`src/rtl/axis_upsizer_8to32_if.sv`:
```
// AXI4-Stream bundle shared by the narrow input side and the wide output
// side of the upsizer. The width parameters are set per instance.
interface axis_upsizer_8to32_if #(
    parameter int DATA_W = 8,
    parameter int KEEP_W = 1
) ();

    logic              tvalid;
    logic              tready;
    logic [DATA_W-1:0] tdata;
    logic [KEEP_W-1:0] tkeep;

    // Source of a stream: drives payload and valid, receives ready.
    modport master (
        output tvalid,
        output tdata,
        output tkeep,
        input  tready
    );

    // Sink of a stream: the upsizer input side does not use tkeep, since
    // every accepted narrow beat is one full byte lane.
    modport slave (
        input  tvalid,
        input  tdata,
        output tready
    );

endinterface

```
`src/rtl/axis_upsizer_8to32.sv`:
```
// AXI4-Stream width upsizer: packs RATIO consecutive narrow beats into one
// wide word, little-endian (first accepted byte lands in the lowest lane).
// A registered one-entry output stage provides full backpressure, and a
// flush request emits the partially filled word with tkeep marking the
// valid lanes.
module axis_upsizer_8to32 #(
    parameter int S_DATA_WIDTH = 8,
    parameter int RATIO        = 4,
    parameter int CNT_WIDTH    = 16
) (
    input  logic                 aclk,
    input  logic                 areset,
    input  logic                 flush,
    output logic                 pending,
    output logic [CNT_WIDTH-1:0] word_count,
    axis_upsizer_8to32_if.slave  s_axis,
    axis_upsizer_8to32_if.master m_axis
);

    localparam int M_DATA_WIDTH = S_DATA_WIDTH * RATIO;
    localparam int ACC_WIDTH    = S_DATA_WIDTH * (RATIO - 1);
    localparam int IDX_WIDTH    = $clog2(RATIO);
    localparam logic [IDX_WIDTH-1:0] LAST_IDX = IDX_WIDTH'(RATIO - 1);

    // Packing state: number of held bytes and the lanes below the last one.
    // The last lane never needs storage because it goes straight into the
    // output register together with the accumulated lanes.
    logic [IDX_WIDTH-1:0]    cnt_q, cnt_d;
    logic [ACC_WIDTH-1:0]    acc_q, acc_d;

    // One-entry output holding stage and the handshake counter.
    logic [M_DATA_WIDTH-1:0] tdata_q, tdata_d;
    logic [RATIO-1:0]        tkeep_q, tkeep_d;
    logic                    tvalid_q, tvalid_d;
    logic [CNT_WIDTH-1:0]    wordCount_q, wordCount_d;

    // Handshake qualifiers.
    logic outFree;
    logic sReady;
    logic inFire;
    logic flushLoad;
    logic outFire;

    // Decide which transfers happen this cycle. Ready is derived only from
    // registered state, flush, reset and downstream ready, never from the
    // input valid, so no combinational loop can form through a master that
    // waits for ready.
    always_comb begin
        outFree   = !tvalid_q || m_axis.tready;
        sReady    = !areset && !flush && ((cnt_q != LAST_IDX) || outFree);
        inFire    = s_axis.tvalid && sReady;
        flushLoad = flush && !areset && (cnt_q != '0) && outFree;
        outFire   = tvalid_q && m_axis.tready;
    end

    // Next-state: accumulate bytes, load the output stage on the last byte
    // or on a flush, and retire the output word when it is taken. A load in
    // the same cycle as a retire simply replaces the word, keeping valid high.
    always_comb begin
        cnt_d       = cnt_q;
        acc_d       = acc_q;
        tdata_d     = tdata_q;
        tkeep_d     = tkeep_q;
        tvalid_d    = tvalid_q;
        wordCount_d = wordCount_q;

        if (outFire) begin
            tvalid_d    = 1'b0;
            wordCount_d = wordCount_q + 1'b1;
        end

        if (inFire) begin
            if (cnt_q == LAST_IDX) begin
                tdata_d  = {s_axis.tdata, acc_q};
                tkeep_d  = '1;
                tvalid_d = 1'b1;
                cnt_d    = '0;
                acc_d    = '0;
            end else begin
                for (int i = 0; i < RATIO - 1; i++) begin
                    if (cnt_q == IDX_WIDTH'(i)) begin
                        acc_d[i*S_DATA_WIDTH +: S_DATA_WIDTH] = s_axis.tdata;
                    end
                end
                cnt_d = cnt_q + 1'b1;
            end
        end else if (flushLoad) begin
            // Lanes at or above cnt are already zero because the
            // accumulator is cleared on every emit and filled in order.
            tdata_d = {{S_DATA_WIDTH{1'b0}}, acc_q};
            for (int i = 0; i < RATIO; i++) begin
                tkeep_d[i] = (IDX_WIDTH'(i) < cnt_q);
            end
            tvalid_d = 1'b1;
            cnt_d    = '0;
            acc_d    = '0;
        end
    end

    // State registers with synchronous reset; reset discards both the
    // partial word and any word still waiting in the output stage.
    always_ff @(posedge aclk) begin
        if (areset) begin
            cnt_q       <= '0;
            acc_q       <= '0;
            tdata_q     <= '0;
            tkeep_q     <= '0;
            tvalid_q    <= 1'b0;
            wordCount_q <= '0;
        end else begin
            cnt_q       <= cnt_d;
            acc_q       <= acc_d;
            tdata_q     <= tdata_d;
            tkeep_q     <= tkeep_d;
            tvalid_q    <= tvalid_d;
            wordCount_q <= wordCount_d;
        end
    end

    assign s_axis.tready = sReady;
    assign m_axis.tvalid = tvalid_q;
    assign m_axis.tdata  = tdata_q;
    assign m_axis.tkeep  = tkeep_q;
    assign pending       = (cnt_q != '0);
    assign word_count    = wordCount_q;

endmodule

```
`src/flat_wrapper.sv`:
```
// flat-port wrapper written by rule: the top's interface ports become plain ports
module axis_upsizer_8to32_flat 
#(
    parameter int S_DATA_WIDTH = 8,
    parameter int RATIO        = 4,
    parameter int CNT_WIDTH    = 16
)
  (aclk, areset, flush, pending, word_count, s_axis_tvalid, s_axis_tdata, s_axis_tready, m_axis_tvalid, m_axis_tdata, m_axis_tkeep, m_axis_tready);
  axis_upsizer_8to32_if #(.DATA_W((8)), .KEEP_W(1)) s_axis_i ();
  axis_upsizer_8to32_if #(.DATA_W(((8) * RATIO)), .KEEP_W(RATIO)) m_axis_i ();
  input  logic aclk;
  input  logic areset;
  input  logic flush;
  output logic pending;
  output logic [CNT_WIDTH-1:0] word_count;
  input wire logic [$bits(s_axis_i.tvalid)-1:0] s_axis_tvalid;
  input wire logic [$bits(s_axis_i.tdata)-1:0] s_axis_tdata;
  output wire logic [$bits(s_axis_i.tready)-1:0] s_axis_tready;
  output wire logic [$bits(m_axis_i.tvalid)-1:0] m_axis_tvalid;
  output wire logic [$bits(m_axis_i.tdata)-1:0] m_axis_tdata;
  output wire logic [$bits(m_axis_i.tkeep)-1:0] m_axis_tkeep;
  input wire logic [$bits(m_axis_i.tready)-1:0] m_axis_tready;
  assign s_axis_i.tvalid = s_axis_tvalid;
  assign s_axis_i.tdata = s_axis_tdata;
  assign s_axis_tready = s_axis_i.tready;
  assign m_axis_tvalid = m_axis_i.tvalid;
  assign m_axis_tdata = m_axis_i.tdata;
  assign m_axis_tkeep = m_axis_i.tkeep;
  assign m_axis_i.tready = m_axis_tready;
  axis_upsizer_8to32 #(.S_DATA_WIDTH(S_DATA_WIDTH), .RATIO(RATIO), .CNT_WIDTH(CNT_WIDTH)) u_core (.aclk(aclk), .areset(areset), .flush(flush), .pending(pending), .word_count(word_count), .s_axis(s_axis_i), .m_axis(m_axis_i));
endmodule
```
`config.mk`:
```
export PLATFORM = sky130hd
export DESIGN_NAME = axis_upsizer_8to32_flat
export DESIGN_NICKNAME = d
export VERILOG_FILES = /design/src/rtl/axis_upsizer_8to32_if.sv /design/src/rtl/axis_upsizer_8to32.sv /design/src/flat_wrapper.sv
export SDC_FILE = /design/constraint.sdc
export NUM_CORES = 1
export LEC_CHECK = 0
export CAP_MARGIN = 10
export CORE_AREA = 2 2 99 73
export DETAILED_ROUTE_END_ITERATION = 10
export DIE_AREA = 0 0 101 75
export PLACE_DENSITY = 0.83
export SYNTH_ARGS = -nofsm -noshare
export SYNTH_HDL_FRONTEND = slang
export SYNTH_SLANG_ARGS = --single-unit
```
`constraint.sdc`:
```
create_clock -name aclk -period 2.1 [get_ports aclk]
set_input_delay 0.63 -clock aclk [delete_from_list [all_inputs] [get_ports aclk]]
set_output_delay 0.63 -clock aclk [all_outputs]
set_load 0.01 [all_outputs]
```
==> impl_metrics.csv <==
group,metric,value,unit
placement,dp_hpwl,5670,um
clock_tree,clock_sink_total,79,
sta,worst_slew_margin_rel,75.0,%
floorplanning,die_h,75,um
clock_tree,hold_buffers_post_cts,0,
sta,timing.fmax,487,MHz
sta,setup-tns-final,0,ns
setup_path,worst_ep_arrival_time,2.33,ns
final_layout,diodes,0,
logic_synthesis,netlist-cell-type-count,40,
logic_synthesis,postSynth.asyncResetShare,0,%
drt,drc,0,
global_route,grt_antenna_before_repair,0,
clock_tree,htree_levels,3,
setup_path,reg2reg_from,"u_core.cnt_q[0]$_SDFFE_PP0P_",
final_layout,design.final.nets,461,
final_layout,fillCellCount,492,
logic_synthesis,yosys-top-cells-area,"sky130_fd_sc_hd__dfxtp_1 (48%), sky130_fd_sc_hd__mux2i_1 (7.6%), sky130_fd_sc_hd__nand3_1 (6.1%)",
setup_path,worstReg2RegEnd,"u_core.acc_q[20]$_SDFFE_PP0P_",
logic_synthesis,ys_dominant_reg_cell,"sky130_fd_sc_hd__dfxtp_1",
floorplanning,die_extent_in_x,101,um
setup_path,rrSetupSlack,0.29,ns
final_layout,final_layout_size_suffix_gt1_share,13.8,%
sta,finalHoldViolations,0,
setup_path,worstSetupPathType,"in -> reg",
pwr,power-per-cell-area,643,mW/mm2
sta,setup_repair_after_global_routing_missed_its_margin,"no",
placement,numPlacedInstances,512,
clock_tree,cts.reportedPaths.clkPinSlew,0.08,ns
drt,num_vias,2843,
setup_path,path_max_fanout,8,
drt,drt-vias-per-instance,5.37,
clock_tree,clock_insertion_delay_worst_skew,0.35,ns
flow_run,cap_violations,0,
setup_path,reg2regPathDepth,9,
logic_synthesis,yosys_register_bits,79,
setup_path,setup.worst_path.start,"flush",
logic_synthesis,seq_area_frac_synth,48.2,%
setup_path,setup.worst_path.start_class,"primary input",
placement,place_congestion,0.829,
global_route,grt_start_max_net_pins,42,
drt,wire_length_reported_by_the_detailed_router,8310,um
sta,setup_viol_count_final,0,
setup_path,required,2.37,ns
clock_tree,cts_root_buffer,"sky130_fd_sc_hd__clkbuf_8",
floorplanning,core,0.00657,mm2
sta,final.period_utilization,97.8,%
drt,drt-pass1-iter-count,4,
placement,io_buffer_count,67,
clock_tree,maximum_buffer_depth_of_the_clock_tree,2,
final_layout,layoutNonFillerInstCount,529,
logic_synthesis,mappedNetlistNets,377,
logic_synthesis,mapped_area,0.00328,mm2
outcome,status,"finished clean",
drt,initial_drc_count,112,
clock_tree,tritoncts_clock_tree,"built",
logic_synthesis,warnings_synthesis,0,
floorplanning,i_o_pin_cnt,68,
drt,drt.antenna.violating_nets,0,
min_path,min_to,"u_core.m_axis.tdata[16]$_SDFFE_PP0P_",
sta,finalMaxSlewViolations,0,
logic_synthesis,netlist_instances,359,
global_route,globalRouteTotalUtil,22.4,%
floorplanning,die-area,0.00758,mm2
min_path,hold_class,"reg -> reg",
min_path,hold-path-cell-count,2,
final_layout,area_growth_syn_to_layout,36.6,%
logic_synthesis,post-synth-top-area-cell,"sky130_fd_sc_hd__dfxtp_1",
min_path,hp-start,"u_core.m_axis.tdata[16]$_SDFFE_PP0P_",
setup_path,critical_path_end_type,"flip-flop",
logic_synthesis,count_of_flip_flops_with_a_built_in_enable_after_synthesis,0,
pwr,vdd_drop_max,0.358,mV
floorplanning,floorplan.rows,25,
sta,finalWorstPathRequiredPeriod,2.05,ns
sta,timing.clock.skew,0.00566,ns
sta,worst_slew_pin_slew,0.375,ns
logic_synthesis,synth.avg_cell_area,9.13,um2
global_route,first_pass_grt_wire_length,13100,um
pwr,power.static_leakage,1.59,nW
floorplanning,initial_utilization,49.9,%
global_route,grt_pass1_vias,2723,
logic_synthesis,synth_top_cell_area_share,48.2,%
clock_tree,cts_inserted_buffers,9,
drt,detail_routed_net_length_per_standard_cell,15.7,um
global_route,grt-ovfl-total,0,
==> cells in the mapped netlist, types with 2 or more instances <==
master,instances
sky130_fd_sc_hd__a21oi_1,39
sky130_fd_sc_hd__and3_1,3
sky130_fd_sc_hd__buf_2,3
sky130_fd_sc_hd__clkbuf_1,15
sky130_fd_sc_hd__clkbuf_2,3
sky130_fd_sc_hd__clkbuf_8,2
sky130_fd_sc_hd__dfxtp_1,79
sky130_fd_sc_hd__ha_1,5
sky130_fd_sc_hd__inv_1,9
sky130_fd_sc_hd__mux2_2,2
sky130_fd_sc_hd__mux2i_1,25
sky130_fd_sc_hd__nand2_1,26
sky130_fd_sc_hd__nand2b_1,27
sky130_fd_sc_hd__nand3_1,40
sky130_fd_sc_hd__nor2_1,16
sky130_fd_sc_hd__nor2b_1,2
sky130_fd_sc_hd__nor3_1,6
sky130_fd_sc_hd__nor4_1,2
sky130_fd_sc_hd__o21ai_0,24
sky130_fd_sc_hd__o21ai_1,2
sky130_fd_sc_hd__or3_1,3
sky130_fd_sc_hd__xnor2_1,5
sky130_fd_sc_hd__xor2_1,4
==> cells by family after synthesis <==
| group | synth area share, % |
|---|---|
| AND/OR/NAND/NOR | 22.2 |
| XOR/XNOR | 2.40 |
| buffers and inverters | 4.50 |
| adder cells (fa/ha/maj) | 1.91 |
| flip-flops | 48.2 |
| AO/OA/AOI/OAI | 12.4 |
| multiplexers | 8.32 |
==> flip-flops by register name (all words and copies together) (netlist names) <==
name / cells
u_core.cnt_q: 2
u_core.word_count: 16
u_core.m_axis.tkeep: 4
u_core.acc_q: 24
u_core.m_axis.tvalid: 1
u_core.m_axis.tdata: 32
==> worst max path at each step <==
stage | endpoint | slack [ns] | depth (start not counted)
2_1_floorplan | s_axis_tready | 0.19 | 3
3_3_place_gp | s_axis_tready | -0.49 | 4
3_5_place_dp | s_axis_tready | -0.50 | 4
4_1_cts | u_core.acc_q[21]$_SDFFE_PP0P_ | 0.00007 | 7
5_1_grt | u_core.acc_q[21]$_SDFFE_PP0P_ | 0.002 | 8
6_report | u_core.acc_q[20]$_SDFFE_PP0P_ | 0.05 | 8
==> critical path, stage by stage <==
cell	delay (ns)
sky130_fd_sc_hd__clkdlybuf4s50_1	0.53
sky130_fd_sc_hd__buf_4	0.16
sky130_fd_sc_hd__nor3b_4	0.23
sky130_fd_sc_hd__a22oi_2	0.14
sky130_fd_sc_hd__buf_12	0.16
sky130_fd_sc_hd__a21oi_4	0.12
sky130_fd_sc_hd__buf_12	0.15
sky130_fd_sc_hd__mux2i_1	0.20
==> cell type report <==
class | count | area [um2] | share of cell area [%]
clock inverters | 4 | 70.1 | 1.57
multi-input cells | 248 | 1590 | 35.5
flip-flops and latches | 79 | 1580 | 35.4
inverters | 9 | 33.8 | 0.755
well taps | 81 | 101 | 2.26
clock buffers | 12 | 135 | 3.02
repair buffers | 96 | 965 | 21.5
==> stage by stage <==
step / instance area, um2 / total power [mW] / worst slack [ns] / utilization [%] / hold slack (ns)
final: 4480 / 2.88 / 0.0463 / 68.2 / 0.467
after global routing: 4480 / 2.97 / 0.00209 / 68.2 / 0.491
after CTS: 4440 / 2.88 / 0.0000746 / 67.5 / 0.470
after detailed placement: 4220 / 1.72 / -0.495 / 64.3 / 0.460
after global placement: 4220 / 1.71 / -0.486 / 64.3 / 0.443
after floorplan: 3280 / 1.64 / 0.186 / - / 0.445
==> report_power, final <==
part           total, mW  internal (mW)  switching (mW)
Combinational      0.179         0.0889          0.0903
Sequential          1.51           1.51         0.00542
Clock               1.19          0.667           0.519
Total               2.88           2.26           0.614
==> timing repair <==
item / CTS / global route
setup buffers: 0 / 1
gates resized for setup: 9 / 6
setup endpoints to repair: 5 / 19
==> cell usage in the layout, fill, tap and decap left out, types with 9 or more instances in the layout <==
cell type / netlist / routed
sky130_fd_sc_hd__nor2_1: 16 / 16
sky130_fd_sc_hd__nand2_1: 26 / 26
sky130_fd_sc_hd__inv_1: 9 / 9
sky130_fd_sc_hd__nand2b_1: 27 / 27
sky130_fd_sc_hd__nand3_1: 40 / 40
sky130_fd_sc_hd__buf_4: 0 / 22
sky130_fd_sc_hd__dfxtp_1: 79 / 78
sky130_fd_sc_hd__clkbuf_8: 2 / 9
sky130_fd_sc_hd__clkdlybuf4s50_1: 0 / 63
sky130_fd_sc_hd__a21oi_1: 39 / 39
sky130_fd_sc_hd__mux2i_1: 25 / 25
sky130_fd_sc_hd__o21ai_0: 24 / 24
==> per-layer routing <==
metal  vias to the layer above  GRT usage, %  part of all wire, %
li1                       1405             -                    -
met2                        70          37.4                   48
met4                         0          5.41                 0.45
met1                      1363          28.5                   46
met5                         -             0                    0
met3                         5          7.80                  5.2
Note: power is estimated with default switching activity, not from simulation.
